**src/rtl/mc_pkg.sv**
```systemverilog
// Shared definitions for the multicycle MIPS datapath.
// Holds the datapath/state widths, encodings of the controller
// select fields (ALU_Op, ALU_srcB, PC_Source), the R-type funct codes
// decoded by the ALU, and the immediate sign-extension helper.
package mc_pkg;

    localparam int DATA_W  = 32;
    localparam int STATE_W = 4;
    localparam int REG_AW  = 5;

    typedef enum logic [1:0] {
        ALU_OP_ADD     = 2'b00,
        ALU_OP_SUB     = 2'b01,
        ALU_OP_FUNCT   = 2'b10,
        ALU_OP_ADD_ALT = 2'b11
    } alu_op_e;

    typedef enum logic [1:0] {
        SRCB_B       = 2'b00,
        SRCB_FOUR    = 2'b01,
        SRCB_IMM     = 2'b10,
        SRCB_IMM_SH2 = 2'b11
    } alu_srcb_e;

    typedef enum logic [1:0] {
        PCSRC_ALU     = 2'b00,
        PCSRC_ALUOUT  = 2'b01,
        PCSRC_JUMP    = 2'b10,
        PCSRC_ALU_ALT = 2'b11
    } pc_src_e;

    localparam logic [5:0] FUNCT_ADD = 6'b100000;
    localparam logic [5:0] FUNCT_SUB = 6'b100010;
    localparam logic [5:0] FUNCT_AND = 6'b100100;
    localparam logic [5:0] FUNCT_OR  = 6'b100101;
    localparam logic [5:0] FUNCT_SLT = 6'b101010;

    function automatic logic [DATA_W-1:0] sign_extend16(input logic [15:0] imm);
        return {{16{imm[15]}}, imm};
    endfunction

endpackage

```
**src/rtl/reg_file.sv**
```systemverilog
// 32 x 32 register file, two combinational read ports, one write port.
// Register $0 is hardwired to zero: writes to it are dropped and reads
// return 0. Reset clears every register.
// Ports:
//   clk, reset        clock, synchronous active-high reset
//   i_raddr1/2        read addresses
//   o_rdata1/2        read data (combinational, pre-write value on a same-edge write)
//   i_we, i_waddr,
//   i_wdata           write enable, address and data (applied on rising edge)
module reg_file
    import mc_pkg::*;
(
    input  logic              clk,
    input  logic              reset,
    input  logic [REG_AW-1:0] i_raddr1,
    input  logic [REG_AW-1:0] i_raddr2,
    output logic [DATA_W-1:0] o_rdata1,
    output logic [DATA_W-1:0] o_rdata2,
    input  logic              i_we,
    input  logic [REG_AW-1:0] i_waddr,
    input  logic [DATA_W-1:0] i_wdata
);

    logic [DATA_W-1:0] r_regs [0:31];

    always_ff @(posedge clk) begin
        if (reset) begin
            for (int i = 0; i < 32; i++) begin
                r_regs[i] <= '0;
            end
        end else if (i_we && (i_waddr != '0)) begin
            r_regs[i_waddr] <= i_wdata;
        end
    end

    assign o_rdata1 = (i_raddr1 == '0) ? '0 : r_regs[i_raddr1];
    assign o_rdata2 = (i_raddr2 == '0) ? '0 : r_regs[i_raddr2];

endmodule

```
**src/rtl/multicycle_datapath.sv**
```systemverilog
// Multicycle MIPS datapath plus controller state register.
// Executes the control word supplied each cycle by the external
// controller, holding PC, IR, MDR, A, B, ALUOut, the 4-bit state and a
// 32x32 register file, and drives one shared instruction/data memory port.
// Ports:
//   clk, reset             clock, synchronous active-high reset
//   next_state / state     controller next state in, registered state out
//   PC_write ... Reg_Dst   single-bit control inputs
//   PC_Source, ALU_Op,
//   ALU_srcB               2-bit control selects
//   opcode                 IR[31:26]
//   mem_addr, mem_wdata,
//   mem_read, mem_write,
//   mem_rdata              memory port (asynchronous read data)
//   zero                   ALU result equals zero
module multicycle_datapath
    import mc_pkg::*;
#(
    parameter logic [31:0] RESET_PC = 32'h0000_0000
) (
    input  logic               clk,
    input  logic               reset,
    input  logic [STATE_W-1:0] next_state,
    input  logic               PC_write,
    input  logic               PC_write_cond,
    input  logic               IorD,
    input  logic               Mem_Read,
    input  logic               Mem_Write,
    input  logic               IR_Write,
    input  logic               Mem_To_Reg,
    input  logic               ALU_srcA,
    input  logic               Reg_Write,
    input  logic               Reg_Dst,
    input  logic [1:0]         PC_Source,
    input  logic [1:0]         ALU_Op,
    input  logic [1:0]         ALU_srcB,
    output logic [STATE_W-1:0] state,
    output logic [5:0]         opcode,
    output logic [DATA_W-1:0]  mem_addr,
    output logic [DATA_W-1:0]  mem_wdata,
    output logic               mem_read,
    output logic               mem_write,
    input  logic [DATA_W-1:0]  mem_rdata,
    output logic               zero
);

    logic [STATE_W-1:0] r_state;
    logic [DATA_W-1:0]  r_pc, r_ir, r_mdr, r_a, r_b, r_aluout;

    logic [DATA_W-1:0]  w_rd1, w_rd2, w_imm;
    logic [DATA_W-1:0]  w_alu_a, w_alu_b, w_alu_res, w_pc_next;
    logic [REG_AW-1:0]  w_waddr;
    logic [DATA_W-1:0]  w_wdata;
    logic               w_pc_en;

    reg_file u_rf (
        .clk      (clk),
        .reset    (reset),
        .i_raddr1 (r_ir[25:21]),
        .i_raddr2 (r_ir[20:16]),
        .o_rdata1 (w_rd1),
        .o_rdata2 (w_rd2),
        .i_we     (Reg_Write),
        .i_waddr  (w_waddr),
        .i_wdata  (w_wdata)
    );

    assign w_imm   = sign_extend16(r_ir[15:0]);
    assign w_waddr = Reg_Dst ? r_ir[15:11] : r_ir[20:16];
    assign w_wdata = Mem_To_Reg ? r_mdr : r_aluout;

    assign w_alu_a = ALU_srcA ? r_a : r_pc;

    always_comb begin
        w_alu_b = r_b;
        case (ALU_srcB)
            SRCB_B:       w_alu_b = r_b;
            SRCB_FOUR:    w_alu_b = 32'd4;
            SRCB_IMM:     w_alu_b = w_imm;
            SRCB_IMM_SH2: w_alu_b = {w_imm[DATA_W-3:0], 2'b00};
            default:      w_alu_b = r_b;
        endcase
    end

    // Unrecognised funct codes fall back to add so the ALU never idles on X.
    always_comb begin
        w_alu_res = w_alu_a + w_alu_b;
        case (ALU_Op)
            ALU_OP_SUB: w_alu_res = w_alu_a - w_alu_b;
            ALU_OP_FUNCT: begin
                case (r_ir[5:0])
                    FUNCT_SUB: w_alu_res = w_alu_a - w_alu_b;
                    FUNCT_AND: w_alu_res = w_alu_a & w_alu_b;
                    FUNCT_OR:  w_alu_res = w_alu_a | w_alu_b;
                    FUNCT_SLT: w_alu_res = ($signed(w_alu_a) < $signed(w_alu_b)) ? 32'd1 : 32'd0;
                    default:   w_alu_res = w_alu_a + w_alu_b;
                endcase
            end
            default: w_alu_res = w_alu_a + w_alu_b;
        endcase
    end

    assign zero = (w_alu_res == '0);

    always_comb begin
        w_pc_next = w_alu_res;
        case (PC_Source)
            PCSRC_ALUOUT: w_pc_next = r_aluout;
            PCSRC_JUMP:   w_pc_next = {r_pc[31:28], r_ir[25:0], 2'b00};
            default:      w_pc_next = w_alu_res;
        endcase
    end

    assign w_pc_en = PC_write | (PC_write_cond & zero);

    always_ff @(posedge clk) begin
        if (reset) begin
            r_state  <= '0;
            r_pc     <= RESET_PC;
            r_ir     <= '0;
            r_mdr    <= '0;
            r_a      <= '0;
            r_b      <= '0;
            r_aluout <= '0;
        end else begin
            r_state  <= next_state;
            if (w_pc_en) begin
                r_pc <= w_pc_next;
            end
            if (IR_Write) begin
                r_ir <= mem_rdata;
            end
            r_mdr    <= mem_rdata;
            r_a      <= w_rd1;
            r_b      <= w_rd2;
            r_aluout <= w_alu_res;
        end
    end

    assign state     = r_state;
    assign opcode    = r_ir[31:26];
    assign mem_addr  = IorD ? r_aluout : r_pc;
    assign mem_wdata = r_b;
    assign mem_read  = Mem_Read;
    assign mem_write = Mem_Write;

endmodule

```
**config.mk**
```make
export PLATFORM = sky130hd
export DESIGN_NAME = multicycle_datapath
export DESIGN_NICKNAME = d
export VERILOG_FILES = /design/src/rtl/mc_pkg.sv /design/src/rtl/reg_file.sv /design/src/rtl/multicycle_datapath.sv
export SDC_FILE = /design/constraint.sdc
export NUM_CORES = 2
export LEC_CHECK = 0
export BUFFER_PORTS_ARGS = -buffer_cell sky130_fd_sc_hd__buf_2
export CORE_ASPECT_RATIO = 0.75
export CORE_MARGIN = 2
export CORE_UTILIZATION = 64
export DETAILED_ROUTE_END_ITERATION = 7
export PLACE_DENSITY = 0.83
export SYNTH_ARGS = -nofsm -noshare
export SYNTH_HDL_FRONTEND = slang
export SYNTH_SLANG_ARGS = --single-unit
export TNS_END_PERCENT = 1
```
**constraint.sdc**
```tcl
create_clock -name clk -period 6.2 [get_ports clk]
set_clock_uncertainty 0.05 [all_clocks]
set_input_delay 0.62 -clock clk [delete_from_list [all_inputs] [get_ports clk]]
set_output_delay 0.62 -clock clk [all_outputs]
set_load 0.01 [all_outputs]
```
Yosys cells after proc, flatten, opt, wreduce, memory -nomap -nowiden
Memory sizes are Yosys's and may differ from the RTL's. A register that Yosys moved wholly into a read port is not among the register bits.
Index checks and enable logic that the tools add are counted.
{"block": "op_classes", "addsub": 2, "mul": 0, "div": 0, "order_cmp": 1, "n_eq_ne": 11, "n_shift": 0, "mux": 17, "bitwise_logic": 5, "reduce_logical": 10}
{"op": "$pmux W32 S4", "count": 2}
{"op": "$mux W32", "count": 4}
{"op": "$pmux W32 S2", "count": 2}
{"op": "$add A32 B32 Y32", "count": 1}
{"op": "$and A32 B32 Y32", "count": 1}
{"op": "$logic_not A32 Y1", "count": 1}
{"op": "$lt A32 B32 Y1", "count": 1}
{"op": "$or A32 B32 Y32", "count": 1}
{"op": "$reduce_or A32 Y1", "count": 1}
{"op": "$sub A32 B32 Y32", "count": 1}
{"op": "$eq A6 B6 Y1 const B", "count": 4}
{"op": "$logic_not A5 Y1", "count": 2}
{"op": "$mux W5", "count": 2}
{"op": "$eq A2 B2 Y1 const B", "count": 4}
{"op": "$mux W1", "count": 7}
{"op": "$eq A2 B1 Y1 const B", "count": 3}
{"op": "$reduce_bool A5 Y1", "count": 1}
{"op": "$reduce_or A2 Y1", "count": 2}
{"op": "$logic_not A2 Y1", "count": 1}
{"op": "$reduce_and A2 Y1", "count": 1}
{"op": "$and A1 B1 Y1", "count": 1}
{"op": "$logic_and A1 B1 Y1", "count": 1}
{"op": "$not A1 Y1", "count": 1}
{"op": "$or A1 B1 Y1", "count": 1}
{"block": "word_totals", "reg_bits": 132, "latchBits": 0, "mem_bits_rw": 1024, "mem_bits_ro": 0, "inputBits": 54, "out_inout_bits": 77, "wordCells": 53, "memories": 1}
{"name": "u_rf.r_regs", "depth": 32, "width": 32, "read_ports": 2, "rd_ports_with_merged_regs": 2, "write_ports": 32, "line_no": "reg_file.sv:24", "text": "logic [DATA_W-1:0] r_regs [0:31];"}

Logic depth before layout (Yosys ltp)
{"block": "logic_depth", "word_depth": 10, "ltp_mapped": 22}

Modules after synthesis
From an unflattened synthesis, not the netlist that was laid out.
{"block": "unflattened", "hier_cells": 5305, "hier_area_um2": 69087.5}
{"mod": "reg_file", "instances": 1, "cells_per_inst": 3502, "area_each_um2": 54253.3, "seq_area_each_um2": 30749.5}
{"mod": "multicycle_datapath", "instances": 1, "cells_per_inst": 1803, "area_each_um2": 14834.2, "seq_area_each_um2": 3923.8}

Worst setup path before layout
OpenSTA, ideal clock, no wires.
{"block": "synth_timing", "path_kind": "input -> register", "startpoint": "input ALU_srcB[1]", "endpoint": "register r_pc[31]", "arrival_time_ns": 5.428, "setup_slack_ns": 0.600, "path_stages": 17, "path_buffers": 2, "cell_sequence": "clkbuf_1 clkbuf_1 mux2i_1 nor2_1 ha_1 fa_1 o21bai_1 nand2_1 a21boi_0 nor2_1 o31ai_1 mux2_2 o311a_1 or4b_1 nor4_2 a41oi_2 mux2_4"}
{"block": "synth_via", "elab_chain_cells": 10, "elab_cells_between_ends": 18}
{"item": "start: declaration", "line_no": "multicycle_datapath.sv:36", "text": "input logic [1:0] ALU_srcB,"}
{"item": "$eq A2 B2 Y1 (tied with other cells)", "line_no": "multicycle_datapath.sv:76", "text": "case (ALU_srcB)"}
{"item": "$pmux W32 S4 *", "line_no": "multicycle_datapath.sv:76"}
{"item": "$lt A32 B32 Y1", "line_no": "multicycle_datapath.sv:95", "text": "FUNCT_SLT: w_alu_res = ($signed(w_alu_a) < $signed(w_alu_b)) ? 32'd1 : 32'd0;"}
{"item": "$mux W1", "line_no": "multicycle_datapath.sv:95"}
{"item": "$pmux W32 S4", "line_no": "multicycle_datapath.sv:91", "text": "case (r_ir[5:0])"}
{"item": "$pmux W32 S2 *", "line_no": "multicycle_datapath.sv:88", "text": "case (ALU_Op)"}
{"item": "$logic_not A32 Y1", "line_no": "multicycle_datapath.sv:103", "text": "assign zero = (w_alu_res == '0);"}
{"item": "$and A1 B1 Y1", "line_no": "multicycle_datapath.sv:114", "text": "assign w_pc_en = PC_write | (PC_write_cond & zero);"}
{"item": "$or A1 B1 Y1", "line_no": "multicycle_datapath.sv:114"}
{"item": "$reduce_and A2 Y1 (no line)"}
{"item": "end signal: assignment", "line_no": "multicycle_datapath.sv:128", "text": "r_pc <= w_pc_next;"}
{"item": "end: declaration", "line_no": "multicycle_datapath.sv:48", "text": "logic [DATA_W-1:0] r_pc, r_ir, r_mdr, r_a, r_b, r_aluout;"}
Every way passes the cells marked *; elsewhere a longest branch is shown, timed or not.
A chain may end at the register's enable or synchronous reset.

Final worst setup path
{"block": "layout_timing", "startpoint": "register r_ir[2]", "endpoint": "output zero"}
{"block": "layout_via", "elab_chain_cells": 6, "elab_cells_between_ends": 14}
{"item": "start: declaration", "line_no": "multicycle_datapath.sv:48"}
{"item": "start signal: assignment", "line_no": "multicycle_datapath.sv:131", "text": "r_ir <= mem_rdata;"}
{"item": "$pmux W32 S4", "line_no": "multicycle_datapath.sv:76"}
{"item": "$lt A32 B32 Y1", "line_no": "multicycle_datapath.sv:95"}
{"item": "$mux W1", "line_no": "multicycle_datapath.sv:95"}
{"item": "$pmux W32 S4", "line_no": "multicycle_datapath.sv:91"}
{"item": "$pmux W32 S2 *", "line_no": "multicycle_datapath.sv:88"}
{"item": "$logic_not A32 Y1 *", "line_no": "multicycle_datapath.sv:103"}
{"item": "end: declaration", "line_no": "multicycle_datapath.sv:44", "text": "output logic zero"}
Marks and branches as above.

==> reports/metrics.yaml <==
netlist_area_um2: 66200
cp.arrival_ns: 5.44
synth_area_leaders: "edfxtp_1 46%, mux4_2 16%, nor2_1 6.9%"
required_ns: 5.53
ios: 131
die_area_um2: 106000
die_w_um: 375
worst_pin_slew_ns: 1.30
r2r_start: "r_ir[15]$_SDFFE_PP0P_"
synth_mux_area_share_pct: 23.1
dr.pass1.iters: 7
crit_path_max_fanout: 8
hold_viol_final: 0
drt_iter0_drc: 10100
grt_pass1_vias: 51100
slew_headroom_pct: 13.1
drc: 0
h-tree-depth: 3
r2r_setup_slack_ns: 0.94
synth_area_leader_cell: "edfxtp_1"
avgRoutedWirePerCell_um: 37.3
startpoint: "r_ir[2]$_SDFFE_PP0P_"
worstSetupEndpointType: "output port"
yosys.area_share.simple_pct: 10.8
antenna_found_initial: 12
synth_xor_area_share_pct: 0.265
max_freq_mhz: 164
post_cts_buffers: 0
hold_path.class: "input port to flip-flop"
fp.coreArea_um2: 103000
port-buffer-count: 126
yosysUniqueCellTypes: 99
syn_area_per_cell_um2: 12.4
startpoint_type: "flip-flop"
fin_crit_ns: 6.11
synth_top_area_share_pct: 46.5
power.total_mw: 21.3
ys_seq_area_share_pct: 52.4
synthFlopType: "edfxtp_1"
async_reset_ff_share_pct: 0
cap_viol_max_count: 0
worstSkewPairLatency_ns: 0.77
synth_edf_count: 1024
clkTransAtPathRegs_ns: 0.07
holdBufCountCts: 0
synth_common_cells: "1,211 x nor2_1, 1,024 x edfxtp_1, 480 x mux4_2, 402 x clkbuf_1, 286 x mux2i_1"
totalWireLength_um: 255000
synth_top_family_by_area: "multiplexers"
clockBufferDepth: 3
synth_compound_area_share_pct: 7.84
start_util_pct: 64.3
grt_max_degree: 109
dr_total_vias: 52700
reg2regPathDepth: 21
synth-seq-cells: 1220
worstSetupPathType: "flip-flop to output port"
cts_buffers: 111
antenna_left: 0
power_density_nw_per_um2: 288
grt_pass1_wl_um: 357000
worstHoldStart: "next_state[3]"
fin_crit_sh_pct: 98.5
peakVddDrop_uv: 285
syn_inst: 5336
hold_slack_ns: 0.0238
rsz0062_at_grt: "no"
yosys_warnings: 0
synth_most_common_cell: "nor2_1"
fp.dieH_um: 282
leakage_nw: 25.5
dpl.hpwl_um: 161000
r2r_end: "r_pc[14]$_SDFFE_PP0P_"
slew_violations: 0
setup_tns_ns: 0
gp_congestion: 1.05
finalSetupViolCount: 0
fin_nets: 5535
clock-root-buffer: "clkbuf_16"
num_rows: 102
area_delta_synth_final_pct: 11.3
status: "finished clean"
drive_gt1_share_pct: 25.2
track_usage_pct: 47.6
critical_path.endpoint: "zero"
grt-ovfl-total: 0
synth_adder_area_share_pct: 1.95
cts_tree: "built"
vias_per_cell: 7.71
clock-sinks: 1220
==> worst max-delay path: stages (launching register included) <==
cell and delay (ns):
dfxtp_1 0.62, mux2_2 0.25, o22a_1 0.16, inv_1 0.07
ha_1 0.29, a221o_1 0.39, o2111ai_1 0.33, buf_4 0.21
a311oi_2 0.10, buf_4 0.18, o31ai_2 0.44, a211oi_1 0.15
a2111oi_0 0.47, o311ai_1 0.24, a21oi_1 0.36, and3_1 0.25
buf_2 0.14
==> layout make-up <==
class | instances | area [µm²]
flip-flops and latches | 1220 | 34700
multi-input cells | 3530 | 29900
fillers | 6528 | 29200
clock buffers | 138 | 3040
repair buffers | 414 | 2980
well taps | 1352 | 1690
clock inverters | 73 | 996
inverters | 102 | 385
diodes | 7 | 17.5
==> registers in the layout, indices dropped and copies added (netlist names) <==
| name | cells |
|---|---|
| r_a | 32 |
| r_pc | 32 |
| mem_wdata | 32 |
| r_aluout | 32 |
| r_ir | 32 |
| r_mdr | 32 |
| u_rf.r_regs | 1024 |
| state | 4 |
==> layout by cell type, fill, tap and decap left out, types with 32 or more instances in the layout <==
master     synthesis  layout
a211oi_1          34      34
a21oi_1          169     167
a221oi_1          72      72
buf_2             14     124
buf_4             10     275
clkbuf_16          0     114
conb_1             1      32
dfxtp_1          196     184
edfxtp_1        1024    1024
ha_1             100      98
inv_1            100     100
mux2_2           143     143
mux2i_1          286     254
mux4_2           480     480
nand2_1          234     174
nand2_2            0      60
nor2_1          1211    1208
nor2b_1           61      59
nor3_1            49      49
o211ai_1          33      33
o21ai_0          111     110
o221ai_1          36      36
o22ai_1           64      64
==> per-layer routing <==
metal | global-route usage [%] | share of wire [%]
met5 | 0.449 | 0.031
met4 | 25.1 | 6.6
met3 | 20.3 | 19
met2 | 66.5 | 41
met1 | 63.6 | 33
==> per-stage QoR <==
step / setup slack (ns) / cells / util, % / cell area, µm²
2_1_floorplan: 0.600 / 5367 / - / 66300
3_3_place_gp: 0.188 / 6618 / 67.7 / 69600
3_5_place_dp: 0.233 / 6618 / 67.7 / 69600
4_1_cts: 0.0870 / 6829 / 71.6 / 73600
5_1_grt: 0.00482 / 6832 / 71.6 / 73700
6_report: 0.0905 / 6836 / 71.6 / 73700
==> report_power, final <==
part	internal, mW	switching (mW)
Sequential	9.22	0.326
Clock	4.38	3.28
Combinational	1.46	2.57
==> repair_timing <==
| item | in CTS | in global routing |
|---|---|---|
| hold endpoints to repair | 0 | 0 |
| setup endpoints to repair | 0 | 1 |
| gates resized for setup | 0 | 8 |
==> how the worst min path moves through the flow <==
stage                                  to  slack (ns)  depth (start not counted)
finish                state[3]$_SDFF_PP0_        0.02                          2
global route          state[3]$_SDFF_PP0_        0.04                          2
CTS                   state[3]$_SDFF_PP0_       0.002                          2
detailed placement  r_pc[15]$_SDFFE_PP0P_        0.42                          2
global placement    r_pc[12]$_SDFFE_PP0P_        0.41                          2
floorplan            r_pc[0]$_SDFFE_PP0P_        0.40                          2
==> kinds of logic (layout without fill, tap and decap cells) <==
logic type               count (synthesis)  after routing
multiplexers                           910            910
AO/OA/AOI/OAI                          745            745
flip-flops                            1220           1220
adder cells (fa/ha/maj)                102            102
AND/OR/NAND/NOR                       1721           1721
XOR/XNOR                                20             20
buffers and inverters                  617            727
other                                    1             39
Note: power is estimated with default switching activity, not from simulation.
